`src/rtl/i2c_slave_addr_ack_pkg.sv`:
```
// Shared I2C slave definitions: FSM state encoding, address constants and
// the address-compare helper used by the address/ACK stage.
package i2c_pkg;

    typedef enum logic [2:0] {
        ST_IDLE      = 3'd0,
        ST_RX        = 3'd1,
        ST_ACK_SETUP = 3'd2,
        ST_ACK_HIGH  = 3'd3,
        ST_ACK_HOLD  = 3'd4,
        ST_NACK      = 3'd5
    } state_t;

    localparam logic [7:0] GENERAL_CALL_ADDR = 8'h00;
    localparam logic       RW_READ           = 1'b1;
    localparam logic       RW_WRITE          = 1'b0;

    function automatic logic addr_hit(input logic [7:0] addr_byte,
                                      input logic [6:0] own_addr,
                                      input logic       gc_en);
        return (addr_byte[7:1] == own_addr) ||
               (gc_en && (addr_byte == GENERAL_CALL_ADDR));
    endfunction

endpackage

```
`src/rtl/i2c_slave_addr_ack_chk.sv`:
```
// Property checker for the address/ACK stage: SDA may only be pulled low
// while the slave is actually acknowledging.
module i2c_slave_addr_ack_chk
    import i2c_pkg::*;
(
    input logic   i_clock,
    input logic   i_reset,
    input state_t i_state,
    input logic   i_sda_drive_low
);

    a_sda_only_in_ack: assert property (@(posedge i_clock) disable iff (i_reset)
        !(i_sda_drive_low && (i_state inside {ST_IDLE, ST_RX, ST_NACK})));

endmodule

```
`src/rtl/i2c_slave_addr_ack.sv`:
```
// Address phase of an I2C slave: starts the byte reader, compares the first
// byte after START with the own address and drives the 9th-clock ACK on a hit.
module i2c_slave_addr_ack
    import i2c_pkg::*;
#(
    parameter logic [6:0] SLAVE_ADDR      = 7'h50,
    parameter logic       GENERAL_CALL_EN = 1'b0,
    parameter int         TIMEOUT_CYCLES  = 4096
) (
    input  logic       i_clock,
    input  logic       i_reset,
    input  logic       i_enable,
    input  logic       i_bus_abort,
    input  logic       i_scl,
    input  logic [7:0] i_byte_data,
    input  logic       i_byte_finish,
    input  logic       i_byte_error,
    output logic       o_byte_enable,
    output logic       o_sda_drive_low,
    output logic       o_match,
    output logic       o_rw,
    output logic       o_busy,
    output logic       o_error,
    output logic       o_finish
);

    localparam int               CNT_W    = (TIMEOUT_CYCLES > 2) ? $clog2(TIMEOUT_CYCLES) : 1;
    localparam logic [CNT_W-1:0] CNT_LAST = CNT_W'(TIMEOUT_CYCLES - 1);

    state_t           r_state, w_state_nxt;
    logic             r_scl_last;
    logic [CNT_W-1:0] r_cnt;
    logic             r_nack_rise, w_nack_rise_nxt;
    logic             r_sda, w_sda_nxt;
    logic             r_match, w_match_nxt;
    logic             r_rw, w_rw_nxt;
    logic             r_error, w_error_nxt;
    logic             r_finish, w_finish_nxt;
    logic             w_rise, w_fall, w_counting, w_timeout;

    assign w_rise     = ~r_scl_last & i_scl;
    assign w_fall     = r_scl_last & ~i_scl;
    assign w_counting = r_state inside {ST_ACK_SETUP, ST_ACK_HIGH, ST_ACK_HOLD, ST_NACK};
    assign w_timeout  = w_counting && (r_cnt == CNT_LAST);

    // Next-state and next-output decode; abort outranks timeout, which outranks normal progress.
    always_comb begin
        w_state_nxt     = r_state;
        w_nack_rise_nxt = r_nack_rise;
        w_sda_nxt       = r_sda;
        w_match_nxt     = r_match;
        w_rw_nxt        = r_rw;
        w_error_nxt     = r_error;
        w_finish_nxt    = 1'b0;
        if (i_bus_abort && (r_state != ST_IDLE)) begin
            w_state_nxt  = ST_IDLE;
            w_sda_nxt    = 1'b0;
            w_match_nxt  = 1'b0;
            w_finish_nxt = 1'b1;
        end else if (w_timeout) begin
            w_state_nxt  = ST_IDLE;
            w_sda_nxt    = 1'b0;
            w_match_nxt  = 1'b0;
            w_error_nxt  = 1'b1;
            w_finish_nxt = 1'b1;
        end else begin
            case (r_state)
                ST_IDLE: begin
                    if (i_enable) begin
                        w_state_nxt = ST_RX;
                        w_match_nxt = 1'b0;
                        w_error_nxt = 1'b0;
                    end else begin
                        w_state_nxt = ST_IDLE;
                    end
                end
                ST_RX: begin
                    if (i_byte_error) begin
                        w_error_nxt = 1'b1;
                    end else begin
                        w_error_nxt = r_error;
                    end
                    if (i_byte_finish) begin
                        w_rw_nxt        = i_byte_data[0];
                        w_nack_rise_nxt = 1'b0;
                        w_state_nxt     = addr_hit(i_byte_data, SLAVE_ADDR, GENERAL_CALL_EN)
                                          ? ST_ACK_SETUP : ST_NACK;
                    end else begin
                        w_state_nxt = ST_RX;
                    end
                end
                // SCL level, not edge: the byte may finish after SCL has already fallen.
                ST_ACK_SETUP: begin
                    if (!i_scl) begin
                        w_sda_nxt   = 1'b1;
                        w_state_nxt = ST_ACK_HIGH;
                    end else begin
                        w_state_nxt = ST_ACK_SETUP;
                    end
                end
                ST_ACK_HIGH: begin
                    if (w_rise) begin
                        w_state_nxt = ST_ACK_HOLD;
                    end else begin
                        w_state_nxt = ST_ACK_HIGH;
                    end
                end
                ST_ACK_HOLD: begin
                    if (w_fall) begin
                        w_state_nxt  = ST_IDLE;
                        w_sda_nxt    = 1'b0;
                        w_match_nxt  = 1'b1;
                        w_finish_nxt = 1'b1;
                    end else begin
                        w_state_nxt = ST_ACK_HOLD;
                    end
                end
                ST_NACK: begin
                    if (w_rise) begin
                        w_nack_rise_nxt = 1'b1;
                    end else if (w_fall && r_nack_rise) begin
                        w_state_nxt  = ST_IDLE;
                        w_match_nxt  = 1'b0;
                        w_finish_nxt = 1'b1;
                    end else begin
                        w_state_nxt = ST_NACK;
                    end
                end
                default: begin
                    w_state_nxt = ST_IDLE;
                    w_sda_nxt   = 1'b0;
                end
            endcase
        end
    end

    // State, output and timeout-counter registers with synchronous reset.
    always_ff @(posedge i_clock) begin
        if (i_reset) begin
            r_state     <= ST_IDLE;
            r_scl_last  <= 1'b1;
            r_cnt       <= '0;
            r_nack_rise <= 1'b0;
            r_sda       <= 1'b0;
            r_match     <= 1'b0;
            r_rw        <= 1'b0;
            r_error     <= 1'b0;
            r_finish    <= 1'b0;
        end else begin
            r_state     <= w_state_nxt;
            r_scl_last  <= i_scl;
            r_cnt       <= ((w_state_nxt != r_state) || !w_counting) ? '0 : r_cnt + CNT_W'(1);
            r_nack_rise <= w_nack_rise_nxt;
            r_sda       <= w_sda_nxt;
            r_match     <= w_match_nxt;
            r_rw        <= w_rw_nxt;
            r_error     <= w_error_nxt;
            r_finish    <= w_finish_nxt;
        end
    end

    assign o_byte_enable   = i_enable && (r_state == ST_IDLE);
    assign o_sda_drive_low = r_sda;
    assign o_match         = r_match;
    assign o_rw            = r_rw;
    assign o_busy          = (r_state != ST_IDLE);
    assign o_error         = r_error;
    assign o_finish        = r_finish;

    i2c_slave_addr_ack_chk u_chk (
        .i_clock         (i_clock),
        .i_reset         (i_reset),
        .i_state         (r_state),
        .i_sda_drive_low (r_sda)
    );

endmodule
```
`config.mk`:
```
export PLATFORM = sky130hd
export DESIGN_NAME = i2c_slave_addr_ack
export DESIGN_NICKNAME = d
export VERILOG_FILES = /design/src/rtl/i2c_slave_addr_ack_pkg.sv /design/src/rtl/i2c_slave_addr_ack_chk.sv /design/src/rtl/i2c_slave_addr_ack.sv
export SDC_FILE = /design/constraint.sdc
export NUM_CORES = 1
export LEC_CHECK = 0
export ABC_CLOCK_PERIOD_IN_PS = 3620
export BUFFER_PORTS_ARGS = -buffer_cell sky130_fd_sc_hd__buf_4
export CORE_ASPECT_RATIO = 1.1
export CORE_MARGIN = 2
export CORE_UTILIZATION = 55
export CTS_CLUSTER_DIAMETER = 100
export DETAILED_ROUTE_END_ITERATION = 8
export MAX_ROUTING_LAYER = met4
export PLACE_DENSITY_LB_ADDON = 0.1
export SYNTH_ARGS = -nofsm -noshare
export SYNTH_HDL_FRONTEND = slang
export SYNTH_SLANG_ARGS = --single-unit
```
`constraint.sdc`:
```
create_clock -name i_clock -period 3.62 [get_ports i_clock]
set_input_delay 0.724 -clock i_clock [delete_from_list [all_inputs] [get_ports i_clock]]
set_output_delay 0.724 -clock i_clock [all_outputs]
set_load 0.1 [all_outputs]
```
Yosys cells after proc, flatten, opt, wreduce, memory -nomap -nowiden
Index checks and enable logic that the tools add are counted.

Register bits after elaboration: 22. Input bits: 15. Output and inout port bits: 7.

Eq/ne operators: 17. Reduce and logical (&&, ||, !) cells: 20. Add/subtract/negate cells: 1. Muxes and demuxes: 31. Bitwise logic cells: 7.

Operators by type and width (count): $mux 3 (8); $pmux 3 s6 (1); $mux 1 (17); $add 12x1->12 const B (1); $eq 12x12->1 const B (1); $ne 2x2->1 const B (6); $reduce_and 5->1 (2); $reduce_bool 3->1 (3); $reduce_and 4->1 (2); $eq 7x7->1 const B (1); $eq 3x2->1 const B (2); $eq 3x3->1 const B (2); $ne 3x3->1 const B (2); $pmux 1 s2 (3); $pmux 1 s3 (2); $not 1->1 (5); $logic_and 1x1->1 (4); $reduce_bool 4->1 (1); $reduce_or 4->1 (1); $eq 3x1->1 const B (1); $logic_not 3->1 (1); $ne 3x3->1 (1); $reduce_and 3->1 (1); $reduce_or 3->1 (1); 6 further kinds (7).

Logic depth before layout (Yosys ltp)
Depth in word-level cells: 11. Mapped depth: 10. Depth with buffers taken out: 8.

Worst setup path after synthesis
Ideal clock, no wire load.

Path kind: input to register. Start point: input i_byte_data[6]. End point: register r_cnt[3]. Cell stages on the path: 7. Setup slack: 1.288 ns. Required time: 3.468 ns. Arrival time: 2.179 ns. Cell sequence: nand4bb_1 -> or4_4 -> o32a_1 -> o21a_1 -> o31ai_2 -> buf_6 -> nor4b_2.

Longest elaborated chain between the ends: 9.

Ends and longest elaborated chain: from (decl) (line i2c_slave_addr_ack.sv:15) `input logic [7:0] i_byte_data,`; $eq 7x7->1 (line i2c_slave_addr_ack_pkg.sv:21) `return (addr_byte[7:1] == own_addr) ||`; $mux 3 (line i2c_slave_addr_ack.sv:87) `? ST_ACK_SETUP : ST_NACK;`; $mux 3 (line i2c_slave_addr_ack.sv:83) `if (i_byte_finish) begin`; $pmux 3 s6 (line i2c_slave_addr_ack.sv:67) `case (r_state)`; $mux 3 (line i2c_slave_addr_ack.sv:60) `end else if (w_timeout) begin`; $mux 3 (line i2c_slave_addr_ack.sv:55) `if (i_bus_abort && (r_state != ST_IDLE)) begin`; $ne 3x3->1 (line i2c_slave_addr_ack.sv:152) `r_cnt <= ((w_state_nxt != r_state) || !w_counting) ? '0 : r_cnt + CNT_W'(1);`; $logic_or 1x1->1 (line i2c_slave_addr_ack.sv:152); $reduce_or 2->1 (no source line); to (signal assigned) (line i2c_slave_addr_ack.sv:152); to (decl) (line i2c_slave_addr_ack.sv:32) `logic [CNT_W-1:0] r_cnt;`.

Every way passes these cells. A chain may end at the register's enable or synchronous reset.

Final worst setup path
Start point: register r_state[1]. End point: register r_cnt[10].

Longest elaborated chain between the ends: 8.

Ends and longest elaborated chain: from (decl) (line i2c_slave_addr_ack.sv:30) `state_t r_state, w_state_nxt;`; from (signal assigned) (line i2c_slave_addr_ack.sv:150) `r_state <= w_state_nxt;`; $eq 3x2->1 or $eq 3x3->1 (tied branches) (line i2c_slave_addr_ack.sv:43, i2c_slave_addr_ack.sv:67); $reduce_bool 4->1 (line i2c_slave_addr_ack.sv:43) `assign w_counting = r_state inside {ST_ACK_SETUP, ST_ACK_HIGH, ST_ACK_HOLD, ST_NACK};`; $logic_and 1x1->1 (line i2c_slave_addr_ack.sv:44) `assign w_timeout = w_counting && (r_cnt == CNT_LAST);`; $mux 3 (line i2c_slave_addr_ack.sv:60); $mux 3 (line i2c_slave_addr_ack.sv:55); $ne 3x3->1 (line i2c_slave_addr_ack.sv:152); $logic_or 1x1->1 * (line i2c_slave_addr_ack.sv:152); $reduce_or 2->1 (no source line) *.

Mark *: on every way between the ends. The rest lies on a longest branch, timed or not.

==> results_dict.tcl <==
set metrics [dict create \
    status "finished, final reports clean" \
    seq_area_frac_synth_pct 31.3 \
    cts_tree "built" \
    synth.most_common_cell "dfxtp_1" \
    end_kind "flip-flop" \
    period_needed_ns 2.78 \
    die_w_um 52.3 \
    cts.repair.resized 0 \
    tightest_slew_ns 0.842 \
    worst_slack_ns 0.844 \
    io_buffer_count 21 \
    htreeDepth 1 \
    gr-total-overflow 0 \
    post_cts_buffers 0 \
    holdBufCountCts 0 \
    die-area_um2 2980 \
    place_hpwl_um 2280 \
    syn-cell-area_um2 1410 \
    std_cell_rows 19 \
    netlist.area_leader.share_pct 31.3 \
    synth.area.top_cells "dfxtp_1 31%, nor4b_4 6.7%, nor4b_2 6.4%" \
    worstSkewPairLatency_ns 0.31 \
    hold_class "reg2reg" \
    max_stage_delay_ns 0.65 \
    timing.rr.end "r_cnt[10]" \
    reg2reg_setup_slack_ns 0.84 \
    firstDrtPassIters 4 \
    yosys.area.top_type "dfxtp_1" \
    cp_max_fo 12 \
    cts_root_buf "clkbuf_4" \
    hp-start "o_match" \
    die_y_um 57.1 \
    tns_ns 0 \
    arrival_ns 2.94 \
    maxSlewViolCount 0 \
    rsz0062_at_grt "no" \
    gp_congestion 0.874 \
    setup-violations-final 0 \
    drc_errors 0 \
    start_kind "flip-flop" \
    ys_seq_elements 22 \
    power_density_nw_per_um2 348 \
    grt_use_total_pct 23.7 \
    boundaryPins 22 \
    synth_cell_types 50 \
    dp_slack_ns 0.783 \
    fin_crit_sh_pct 76.7 \
    grt_pass1_vias 1209 \
    antenna_left 0 \
    ys_top_cells_by_count "22 x dfxtp_1, 10 x a21oi_1, 10 x nand2_1" \
    rr_worst_depth 8 \
    drt-wirelength-per-cell_um 15.5 \
    path_clk_slew_ns 0.12 \
    critPathKind "reg2reg" \
    relSlewSlack_pct 43.9 \
    clock_skew_ns 0.0129 \
    min_to "o_match" \
    drt_iter0_markers 23 \
    cts_buffer_depth 2 \
    clock_sinks 22 \
    core_um2 2470 \
    synth_edf_count 0 \
    synth_flop_cell "dfxtp_1" \
    drive_gt1_share_pct 29.4 \
    hold_depth 2 \
    slowest_stage "dfxtp_1" \
    grt_start_max_net_pins 13 \
    initial_core_util_pct 57.0 \
    fmax_mhz 360 \
    area_growth_pct 12.3 \
    antenna_found_initial 0 \
    vias 1124 \
    routed_wl_um 2960 \
    syn-num-nets 160 \
    ys_warn_count 0 \
    async_reset_ff_share_pct 0 \
    r2r-start "r_state[1]" \
    avgSynthCellArea_um2 9.99 \
    path_cells "inv_1 > ha_1 > nand2_1 > o41ai_4 > or2_1 > o31ai_2 > buf_4 > nor4b_1" \
    syn_inst 141 \
    maxCapViolations 0 \
    worst_ep_required_time_ns 3.79 \
    diodes 0 \
    power_leakage_nw 0.591 \
    hold_viol 0 \
    numCtsBuffers 3 \
    grt_pass1_wl_um 5280 \
    finalNetCount 181 \
    via_per_inst 5.88 \
    vdd.ir_drop.worst_uv 273 \
]
[kinds of logic after synthesis]
| logic type | Yosys count | share of synthesized area [%] |
|---|---|---|
| AOI/OAI and AO/OA | 27 | 16.0 |
| xor gates and xnor gates | 11 | 6.84 |
| buffers and inverters | 12 | 5.33 |
| and+or+nand+nor | 65 | 37.0 |
| adders and majority gates | 4 | 3.55 |
| DFF | 22 | 31.3 |
[placed cells by master, fill, tap and decap left out, types with 4 or more instances in the layout]
master   netlist  layout
nor4b_2        6       6
a21oi_1       10      10
nor4b_4        4       4
nor3_1         5       5
buf_4          1      22
xor2_1         6       6
nor2_1         8       8
nand2_1       10      10
inv_1          6       6
ha_1           4       4
dfxtp_1       22      22
xnor2_1        5       5
[report_power, final]
| group | switching, mW | total, mW | internal [mW] |
|---|---|---|---|
| clock | 0.0738 | 0.113 | 0.0389 |
| sequential | 0.0101 | 0.258 | 0.248 |
| combinational | 0.109 | 0.180 | 0.0710 |
[worst max path at each step]
stage                              start         to  cells past startpoint
after floorplan           i_byte_data[6]   r_cnt[3]                      7
after global placement    i_byte_data[6]  r_cnt[10]                      8
after detailed placement  i_byte_data[6]   r_cnt[5]                      8
after CTS                     r_state[1]   r_cnt[5]                      8
after global routing          r_state[1]  r_cnt[10]                      8
final                         r_state[1]  r_cnt[10]                      8
[per-layer routing]
metal  vias to the layer above  routed length, um  GRT usage (%)
li1                        560                  -              -
met1                       532               1220           25.7
met2                        26               1580           42.7
met3                         6                111           5.24
met4                         0                 52           6.96
met5                         -                  0              -
[through the flow]
step | util [%] | power, mW | cells | area, um2 | hold slack, ns
after global placement | 63.1 | 0.440 | 188 | 1560 | 0.463
after detailed placement | 63.1 | 0.444 | 188 | 1560 | 0.472
after CTS | 64.0 | 0.556 | 191 | 1580 | 0.494
final | 64.0 | 0.550 | 191 | 1580 | 0.485
after floorplan | - | 0.409 | 141 | 1410 | 0.496
after global routing | 64.0 | 0.579 | 191 | 1580 | 0.526
[area by class of cell]
type                    count  area, um2
flip-flops and latches     22        440
clock buffers               3       22.5
fillers                   226        890
multi-input cells         107        893
repair buffers             22        165
well taps                  31       38.8
inverters                   6       22.5
[critical path: cells and delay by family, from the launching register on]
kind            cells  cell delay [ns]
flops               1             0.65
fa+ha+maj           1             0.36
buf+inv             2             0.51
simple gates        3             0.49
compound gates      2             0.62
[flip-flops by register name, indices dropped and copies added (netlist names)]
register / cells
r_state: 3
r_cnt: 12
r_scl_last: 1
o_rw: 1
r_nack_rise: 1
o_sda_drive_low: 1
o_match: 1
o_finish: 1
o_error: 1
No activity file was read; power rests on OpenSTA's default activity.
